--- config.mk ---
export PLATFORM = sky130hd
export DESIGN_NAME = sdram_avm_wrapper
export DESIGN_NICKNAME = d
export VERILOG_FILES = /design/src/rtl/sdram_avm_wrapper.sv
export SDC_FILE = /design/constraint.sdc
export NUM_CORES = 1
export LEC_CHECK = 0
export CAP_MARGIN = 20
export CORE_MARGIN = 2
export CORE_UTILIZATION = 35
export CTS_CLUSTER_DIAMETER = 120
export DETAILED_ROUTE_END_ITERATION = 7
export PLACE_DENSITY_LB_ADDON = 0.1
export SETUP_SLACK_MARGIN = 0.2
export SLEW_MARGIN = 25
export SYNTH_ARGS = -nofsm -noshare
export SYNTH_HDL_FRONTEND = slang
export SYNTH_SLANG_ARGS = --single-unit
--- constraint.sdc ---
create_clock -name i_clk -period 2 [get_ports i_clk]
set_input_delay 0.2 -clock i_clk [delete_from_list [all_inputs] [get_ports i_clk]]
set_output_delay 0.2 -clock i_clk [all_outputs]
set_load 0.05 [all_outputs]
--- src/rtl/sdram_avm_wrapper.sv ---
// sdram_avm_wrapper: turns single-cycle write/read request pulses from the SDRAM
// test controller into held Avalon-MM master transfers that honour waitrequest
// and readdatavalid. The last read word is held on o_data for the HEX display.
//
// Ports
//   i_clk, i_rst_n        clock, asynchronous active-low reset
//   i_write, i_read       request pulses (write wins when both are high)
//   i_addr, i_data        word address / write data, sampled with the request
//   o_data, o_valid       last read data, 1-cycle pulse when it is refreshed
//   o_wr_done             1-cycle pulse once the slave accepts a write
//   o_busy                high while a transfer is outstanding (requests dropped)
//   o_err                 1-cycle pulse when readdatavalid never arrives
//   avm_*                 Avalon-MM master port towards the SDRAM controller
module sdram_avm_wrapper #(
  parameter int unsigned ADDR_W  = 26,
  parameter int unsigned DATA_W  = 16,
  parameter int unsigned TIMEOUT = 255
) (
  input  logic                i_clk,
  input  logic                i_rst_n,
  input  logic                i_write,
  input  logic                i_read,
  input  logic [ADDR_W-1:0]   i_addr,
  input  logic [DATA_W-1:0]   i_data,
  output logic [DATA_W-1:0]   o_data,
  output logic                o_valid,
  output logic                o_wr_done,
  output logic                o_busy,
  output logic                o_err,
  output logic [ADDR_W-1:0]   avm_address,
  output logic                avm_read,
  output logic                avm_write,
  output logic [DATA_W-1:0]   avm_writedata,
  output logic [DATA_W/8-1:0] avm_byteenable,
  input  logic [DATA_W-1:0]   avm_readdata,
  input  logic                avm_readdatavalid,
  input  logic                avm_waitrequest
);

  localparam int unsigned CNT_W = $clog2(TIMEOUT + 1);
  localparam int unsigned BE_W  = DATA_W / 8;

  typedef enum logic [1:0] {
    S_IDLE,
    S_WR,
    S_RD,
    S_RD_WAIT
  } state_t;

  state_t            state_q, state_d;
  logic [ADDR_W-1:0] addr_q, addr_d;
  logic [DATA_W-1:0] wdata_q, wdata_d;
  logic [DATA_W-1:0] rdata_q, rdata_d;
  logic              wr_q, wr_d;
  logic              rd_q, rd_d;
  logic              valid_q, valid_d;
  logic              wr_done_q, wr_done_d;
  logic              err_q, err_d;
  logic              busy_q, busy_d;
  logic [CNT_W-1:0]  cnt_q, cnt_d;

  // Next-state logic; pulse outputs default low, everything else holds.
  always_comb begin
    state_d   = state_q;
    addr_d    = addr_q;
    wdata_d   = wdata_q;
    rdata_d   = rdata_q;
    wr_d      = wr_q;
    rd_d      = rd_q;
    busy_d    = busy_q;
    cnt_d     = cnt_q;
    valid_d   = 1'b0;
    wr_done_d = 1'b0;
    err_d     = 1'b0;

    case (state_q)
      S_IDLE: begin
        if (i_write) begin
          addr_d  = i_addr;
          wdata_d = i_data;
          wr_d    = 1'b1;
          busy_d  = 1'b1;
          state_d = S_WR;
        end else if (i_read) begin
          addr_d  = i_addr;
          rd_d    = 1'b1;
          busy_d  = 1'b1;
          state_d = S_RD;
        end
      end

      S_WR: begin
        if (!avm_waitrequest) begin
          wr_d      = 1'b0;
          wr_done_d = 1'b1;
          busy_d    = 1'b0;
          state_d   = S_IDLE;
        end
      end

      S_RD: begin
        if (!avm_waitrequest) begin
          rd_d  = 1'b0;
          cnt_d = '0;
          // Zero-latency slave: data returns with the accept cycle.
          if (avm_readdatavalid) begin
            rdata_d = avm_readdata;
            valid_d = 1'b1;
            busy_d  = 1'b0;
            state_d = S_IDLE;
          end else begin
            state_d = S_RD_WAIT;
          end
        end
      end

      S_RD_WAIT: begin
        if (avm_readdatavalid) begin
          rdata_d = avm_readdata;
          valid_d = 1'b1;
          busy_d  = 1'b0;
          state_d = S_IDLE;
        end else if (cnt_q == CNT_W'(TIMEOUT - 1)) begin
          // TIMEOUT edges after acceptance with no data: give up, keep o_data.
          err_d   = 1'b1;
          busy_d  = 1'b0;
          state_d = S_IDLE;
        end else if (cnt_q != CNT_W'(TIMEOUT)) begin
          cnt_d = cnt_q + CNT_W'(1);
        end
      end

      default: begin
        state_d = S_IDLE;
        wr_d    = 1'b0;
        rd_d    = 1'b0;
        busy_d  = 1'b0;
      end
    endcase
  end

  // State and output registers.
  always_ff @(posedge i_clk or negedge i_rst_n) begin
    if (!i_rst_n) begin
      state_q   <= S_IDLE;
      addr_q    <= '0;
      wdata_q   <= '0;
      rdata_q   <= '0;
      wr_q      <= 1'b0;
      rd_q      <= 1'b0;
      valid_q   <= 1'b0;
      wr_done_q <= 1'b0;
      err_q     <= 1'b0;
      busy_q    <= 1'b0;
      cnt_q     <= '0;
    end else begin
      state_q   <= state_d;
      addr_q    <= addr_d;
      wdata_q   <= wdata_d;
      rdata_q   <= rdata_d;
      wr_q      <= wr_d;
      rd_q      <= rd_d;
      valid_q   <= valid_d;
      wr_done_q <= wr_done_d;
      err_q     <= err_d;
      busy_q    <= busy_d;
      cnt_q     <= cnt_d;
    end
  end

  assign o_data         = rdata_q;
  assign o_valid        = valid_q;
  assign o_wr_done      = wr_done_q;
  assign o_busy         = busy_q;
  assign o_err          = err_q;
  assign avm_address    = addr_q;
  assign avm_read       = rd_q;
  assign avm_write      = wr_q;
  assign avm_writedata  = wdata_q;
  assign avm_byteenable = {BE_W{1'b1}};

endmodule

==> results of run 1 <==
## sequential cells by signal, summed over array words and instances (netlist names), 2 cells and up
name / count
o_data: 16
avm_address: 26
avm_writedata: 16
state_q: 2
cnt_q: 8
## worst paths after layout
path                       slack [ns]              to            start  cells after the start
hold reg to reg                  0.49          o_busy           o_busy                      1
max in group asynchronous        1.08  avm_address[3]          i_rst_n                      3
min in group i_clk               0.47       o_data[6]  avm_readdata[6]                      2
hold / removal                   0.35           o_err          i_rst_n                      2
setup reg to reg                 0.37        cnt_q[5]         cnt_q[0]                      7
setup / recovery                 0.28        avm_read         avm_read                      1
## per-layer routing
| metal | track usage | wire (um) | vias to the layer above |
|---|---|---|---|
| met5 | 0 | 0 | - |
| met4 | 0.0545 | 89 | 0 |
| li1 | - | - | 1023 |
| met3 | 0.0518 | 444 | 8 |
| met1 | 0.188 | 2900 | 1055 |
| met2 | 0.234 | 3300 | 71 |
## power by group
part | internal (mW) | switching [mW]
registers | 2.19 | 0.386
logic | 2.08 | 3.18
clock network | 0.728 | 0.536
## cells by family after synthesis
group,share of synthesized area
compound gates,0.0591
fa+ha+maj,0.00816
buf+inv,0.0371
flops,0.604
mux,0.224
other cells,0.00122
simple gates,0.0669
## timing repair
| action | in CTS | in global routing |
|---|---|---|
| resized for setup | 0 | 2 |
| endpoints found under the setup margin | 0 | 6 |
| hold endpoints to repair | 34 | 0 |
| hold buffers | 1 | 0 |
## per-stage QoR
| step | power, mW | hold WS (ns) | area, um^2 | std cells | setup slack [ns] |
|---|---|---|---|---|---|
| detailed placement | 7.92 | 0.187 | 4490 | 443 | 0.301 |
| CTS | 9.23 | 0.361 | 4710 | 459 | 0.248 |
| floorplan | 6.16 | -0.0956 | 3070 | 210 | 0.458 |
| global placement | 7.88 | 0.187 | 4490 | 443 | 0.323 |
| finish | 9.10 | 0.351 | 4720 | 459 | 0.277 |
| global route | 9.56 | 0.382 | 4720 | 459 | 0.220 |
## cell usage after synthesis, types with 2 or more instances
cell type   n
a21oi_1     5
a31oi_1     4
a41oi_1     2
and3_1      5
buf_4       5
buf_6       5
dfrtp_1    74
ha_1        2
inv_1       4
mux2_2     48
mux2_4      9
nand2_1     6
nand2b_1    4
nand3_1     2
nand3b_1    2
nor2_1      3
nor3_1      2
nor3b_1     2
o21ai_0     5
o22a_2      2
## final cells by class
cell class	count	area [um^2]	share of cell area
sequential	74	1850	0.392
clock buffer	10	138	0.0291
inverter	4	15.0	0.00318
clock inverter	5	78.8	0.0167
tap	108	135	0.0286
multi-input combinational	121	1120	0.237
timing repair buffer	137	1380	0.293
## placed cells by master, fill, tap and decap left out, types with 2 or more instances in the layout
cell,instances
ha_1,2
nand2_1,6
conb_1,2
nor2_1,3
nand3_1,2
nand3b_1,2
o21ai_0,5
clkbuf_8,10
and3_1,5
buf_4,7
inv_1,4
a31oi_1,4
dfrtp_1,74
bufinv_16,2
mux2_2,48
o22a_2,2
mux2_4,9
nand2b_1,3
nor3_1,2
a41oi_1,2
buf_12,3
clkinv_2,2
clkdlybuf4s50_1,126
a21oi_1,5
==> results.cfg, run 1 <==
[synth]
syn_area_per_cell_um2 = 14.7
synthTopCellsByArea = dfrtp_1, mux2_2, mux2_4, buf_6, buf_4
ys_types = 38
synth_area_um2 = 3070
yosysSeqAreaShare = 0.604
synth_flop_cell = dfrtp_1
synthCells = 209
ys_ff_latch = 74
synth_edf_count = 0
yosysWarningCount = 0
synth_top_area_frac = 0.604
synth_top_area_cell = dfrtp_1
async_reset_ff_frac = 1.00

[cts]
postCtsSetupBuffers = 0
clk_pin_slew_worst_paths_ns = 0.07
cts_buffers = 9
clockBufferDepth = 2
ctsRootBufferMaster = clkbuf_8
cts_num_sinks = 74
cts_tree = built
clk_latency_ns = 0.34
h-tree-depth = 3

[cells_and_area]
fin_nets = 413
layout-area-overhead-vs-synth_pct = 54.0
insertedDiodeCount = 0
finish.utilization = 0.550
fillCellCount = 731
drive_above_1_share = 0.259

[floorplanning]
io-pin-count = 130
dieArea_um2 = 9530
die_w_um = 97.6
core_um2 = 8590
num_rows = 34
start_util = 0.357
fp.dieH_um = 97.6

[placement]
port_buffers = 127
gp_congestion = 0.705
hpwlAfterDp_um = 4930

[run_status]
status = complete, no violations

[sta]
setup_tns_ns = 0
period_share = 0.861
rsz0062_at_grt = false
max_slew_margin = 0.642
worst_pin_slew_ns = 0.536
slew_viol_final = 0
final.setup_skew_ns = 0.00610
setup_viol = 0
hold_violations = 0
post-route-min-period_ns = 1.72
fmax_ghz = 0.580

[worst_setup_path]
critical_path_buf_inv_count = 1
endpoint_kind = primary output
cpMaxStageDelayCell = clkdlybuf4s50_1
critPathArrivalTime_ns = 1.52
path_class = flip-flop to primary output
crit_fanout = 3
crit_family = buffers and inverters
path_cells = clkdlybuf4s50_1
cp-start-kind = flip-flop
critPathRequiredTime_ns = 1.80
cpPeakStageDelay_ns = 0.83

[drt]
vias = 2157
ant_nets = 0
drt-initial-drc-count = 60
via_per_inst = 4.70
firstDrtPassIters = 4
wl_per_cell_um = 14.7
drt-total-wl_um = 6730
drc = 0

[global_route]
grt_max_degree = 41
antenna_found_initial = 0
grt_remaining_overflow = 0
grtUsageTotal = 0.148
grt_pass1_wl_um = 11300
grt_pass1_vias = 2233

[worst_hold_path]
worstHoldPathType = primary input to async pin

[power]
p_per_area_nw_per_um2 = 1930
peakVddDrop_mv = 0.908
leakage_nw = 2.03

[job]
max-cap-violations = 0
Power figures use the tool's default switching activity.
==> run 2, diff against run 1 <==
--- a/config.mk
+++ b/config.mk
@@ -5,6 +5,7 @@
 export SDC_FILE = /design/constraint.sdc
 export NUM_CORES = 1
 export LEC_CHECK = 0
+export ABC_AREA = 0
 export CAP_MARGIN = 20
 export CORE_MARGIN = 2
 export CORE_UTILIZATION = 35
==> results of run 2 <==
The final DEF is identical to that of run 1; final timing and power are the same.
==> edit (flow settings as in run 1) <==
Reset style: synchronous (`i_rst_n`), changed in one clocked block. Comments in the files are not updated.
--- a/src/rtl/sdram_avm_wrapper.sv
+++ b/src/rtl/sdram_avm_wrapper.sv
@@ -141,5 +141,5 @@
 
   // State and output registers.
-  always_ff @(posedge i_clk or negedge i_rst_n) begin
+  always_ff @(posedge i_clk) begin
     if (!i_rst_n) begin
       state_q   <= S_IDLE;
Formal check against the unedited RTL: differs if i_rst_n is asserted again (counterexample within 4 cycles, from zero or initial values and one cycle with i_rst_n low); with i_rst_n held inactive, the same outputs for 10 cycles.
==> edit against run 1 <==
Area after synthesis decreased by 4.1%; global-route usage increased by 2.3 points; sequential cell count unchanged; design area decreased by 3.5%; routed wire length increased by 15%; worst setup slack improved by 2.0 ps; critical path type unchanged.
Power is not compared: it rests on default switching activity, and its combinational part moved more than twofold at a synthesized area within 25%.
==> edit: results (changes against run 1) <==
stage	metric	value	unit	change
yosys	async_flop_share	0	%	was 100%
cells_and_area	fin_nets	535		was 413
timing	slew_headroom	63.2	%	was 64.2%
yosys	yosysWarnings	0		unchanged
yosys	synth_xor_area_share	0.298	%	was 0%
yosys	synthAdderAreaFrac	0.851	%	was 0.816%
setup_path	r2r-end	cnt_q[7]$_SDFFE_PN0P_		was cnt_q[5]$_DFFE_PN0P_
yosys	synth-main-ff-cell	dfxtp_1		was dfrtp_1
cells_and_area	fill_cells	777		was 731
routing	first_iter_violations	80		was 60
yosys	synth_common_cells	nand2_1, dfxtp_1, a21oi_1		was dfrtp_1, mux2_2, mux2_4
setup_path	ff2ff_path_depth	6		was 7
placement	dp_hpwl	5360	µm	was 4930 µm
global_routing	track_usage	17.1	%	was 14.8%
yosys	yosysSeqAreaShare	50.4	%	was 60.4%
setup_path	crit_end	avm_address[11]		was avm_read
routing	drt-total-wl	7710	µm	was 6730 µm
placement	numPortBuffers	127		unchanged
yosys	muxShareOfSynthArea	6.13	%	was 22.4%
setup_path	cp_max_fo	2		was 3
global_routing	grt_max_degree	27		was 41
global_routing	grt_pass1_wl	12100	µm	was 11300 µm
cells_and_area	drive_gt1_share	7.59	%	was 25.9%
status	status	finished, final reports clean		unchanged
global_routing	first_global_vias	2536		was 2233
yosys	synth-compound-area-share	15.4	%	was 5.91%
timing	clock_skew	5.35	ps	was 6.10 ps
yosys	netlist_top_cells_area	dfxtp_1, nand2_1, a21oi_1		was dfrtp_1, mux2_2, mux2_4
routing	avgViaCountPerCell	4.67		was 4.70
[edit: changes by cell type in the layout (fill, tap and decap cells not counted), sizes merged, moves of 3 or more]
| cell | change |
|---|---|
| a21oi | +46 |
| a31oi | -4 |
| and3 | -5 |
| dfrtp | -74 |
| dfxtp | +74 |
| mux2 | -58 |
| mux2i | +18 |
| nand2 | +82 |
| nor2 | +25 |
| o21a | +4 |
| o21ai | +5 |
| or3 | +3 |
[edit: worst min-delay path by stage]
stage	startpoint	slack (ps)	to	cells after the start
2_1_floorplan	i_rst_n	320	cnt_q[1]$_SDFFE_PN0P_	1
3_3_place_gp	avm_address[25]$_SDFFE_PN0P_	440	avm_address[25]$_SDFFE_PN0P_	2
3_5_place_dp	avm_writedata[8]$_SDFFE_PN0P_	450	avm_writedata[8]$_SDFFE_PN0P_	2
4_1_cts	i_addr[1]	380	avm_address[1]$_SDFFE_PN0P_	3
5_1_grt	i_addr[14]	380	avm_address[14]$_SDFFE_PN0P_	3
6_report	i_addr[14]	390	avm_address[14]$_SDFFE_PN0P_	3
[edit: logic make-up after synthesis]
logic type,after synthesis
flops,74
mux,18
buf+inv,30
xor+xnor,1
fa+ha+maj,2
compound gates,75
other cells,1
simple gates,141
[edit: stage by stage]
stage | area, µm² | hold slack (ps) | setup WS [ps] | cells
2_1_floorplan | 2950 | 317 | 559 | 343
3_3_place_gp | 4320 | 441 | 239 | 563
3_5_place_dp | 4320 | 446 | 223 | 563
4_1_cts | 4550 | 377 | 228 | 579
5_1_grt | 4560 | 382 | 222 | 579
6_report | 4560 | 391 | 279 | 579
[edit: where the power goes]
part | leakage, nW | internal (mW) | switching (mW)
clock | 0.117 | 0.772 | 0.558
combinational | 1.10 | 0.428 | 0.697
sequential | 0.605 | 1.59 | 0.0732
[edit: cell type report]
cell class	count	area [µm²]	area share, %
Clock buffer	12	155	3.40
Clock inverter	4	73.8	1.62
Inverter	6	22.5	0.494
Multi-Input combinational cell	239	1320	28.9
Sequential cell	74	1480	32.5
Tap cell	105	131	2.88
Timing Repair Buffer	139	1380	30.2
[edit: repair_timing]
action                                 4_1_cts  5_1_grt
gates resized for setup                      0        2
endpoints found under the hold margin        0        0
setup buffers                                0        0
setup endpoints to repair                    0        3
[edit: per-layer routing]
layer,vias to the layer above,GRT usage (%),share of wire [%]
li1,1390,-,-
met1,1230,21.2,45
met2,74,25.5,44
met3,12,7.91,9.6
met4,0,7.50,1.6
met5,-,0,0
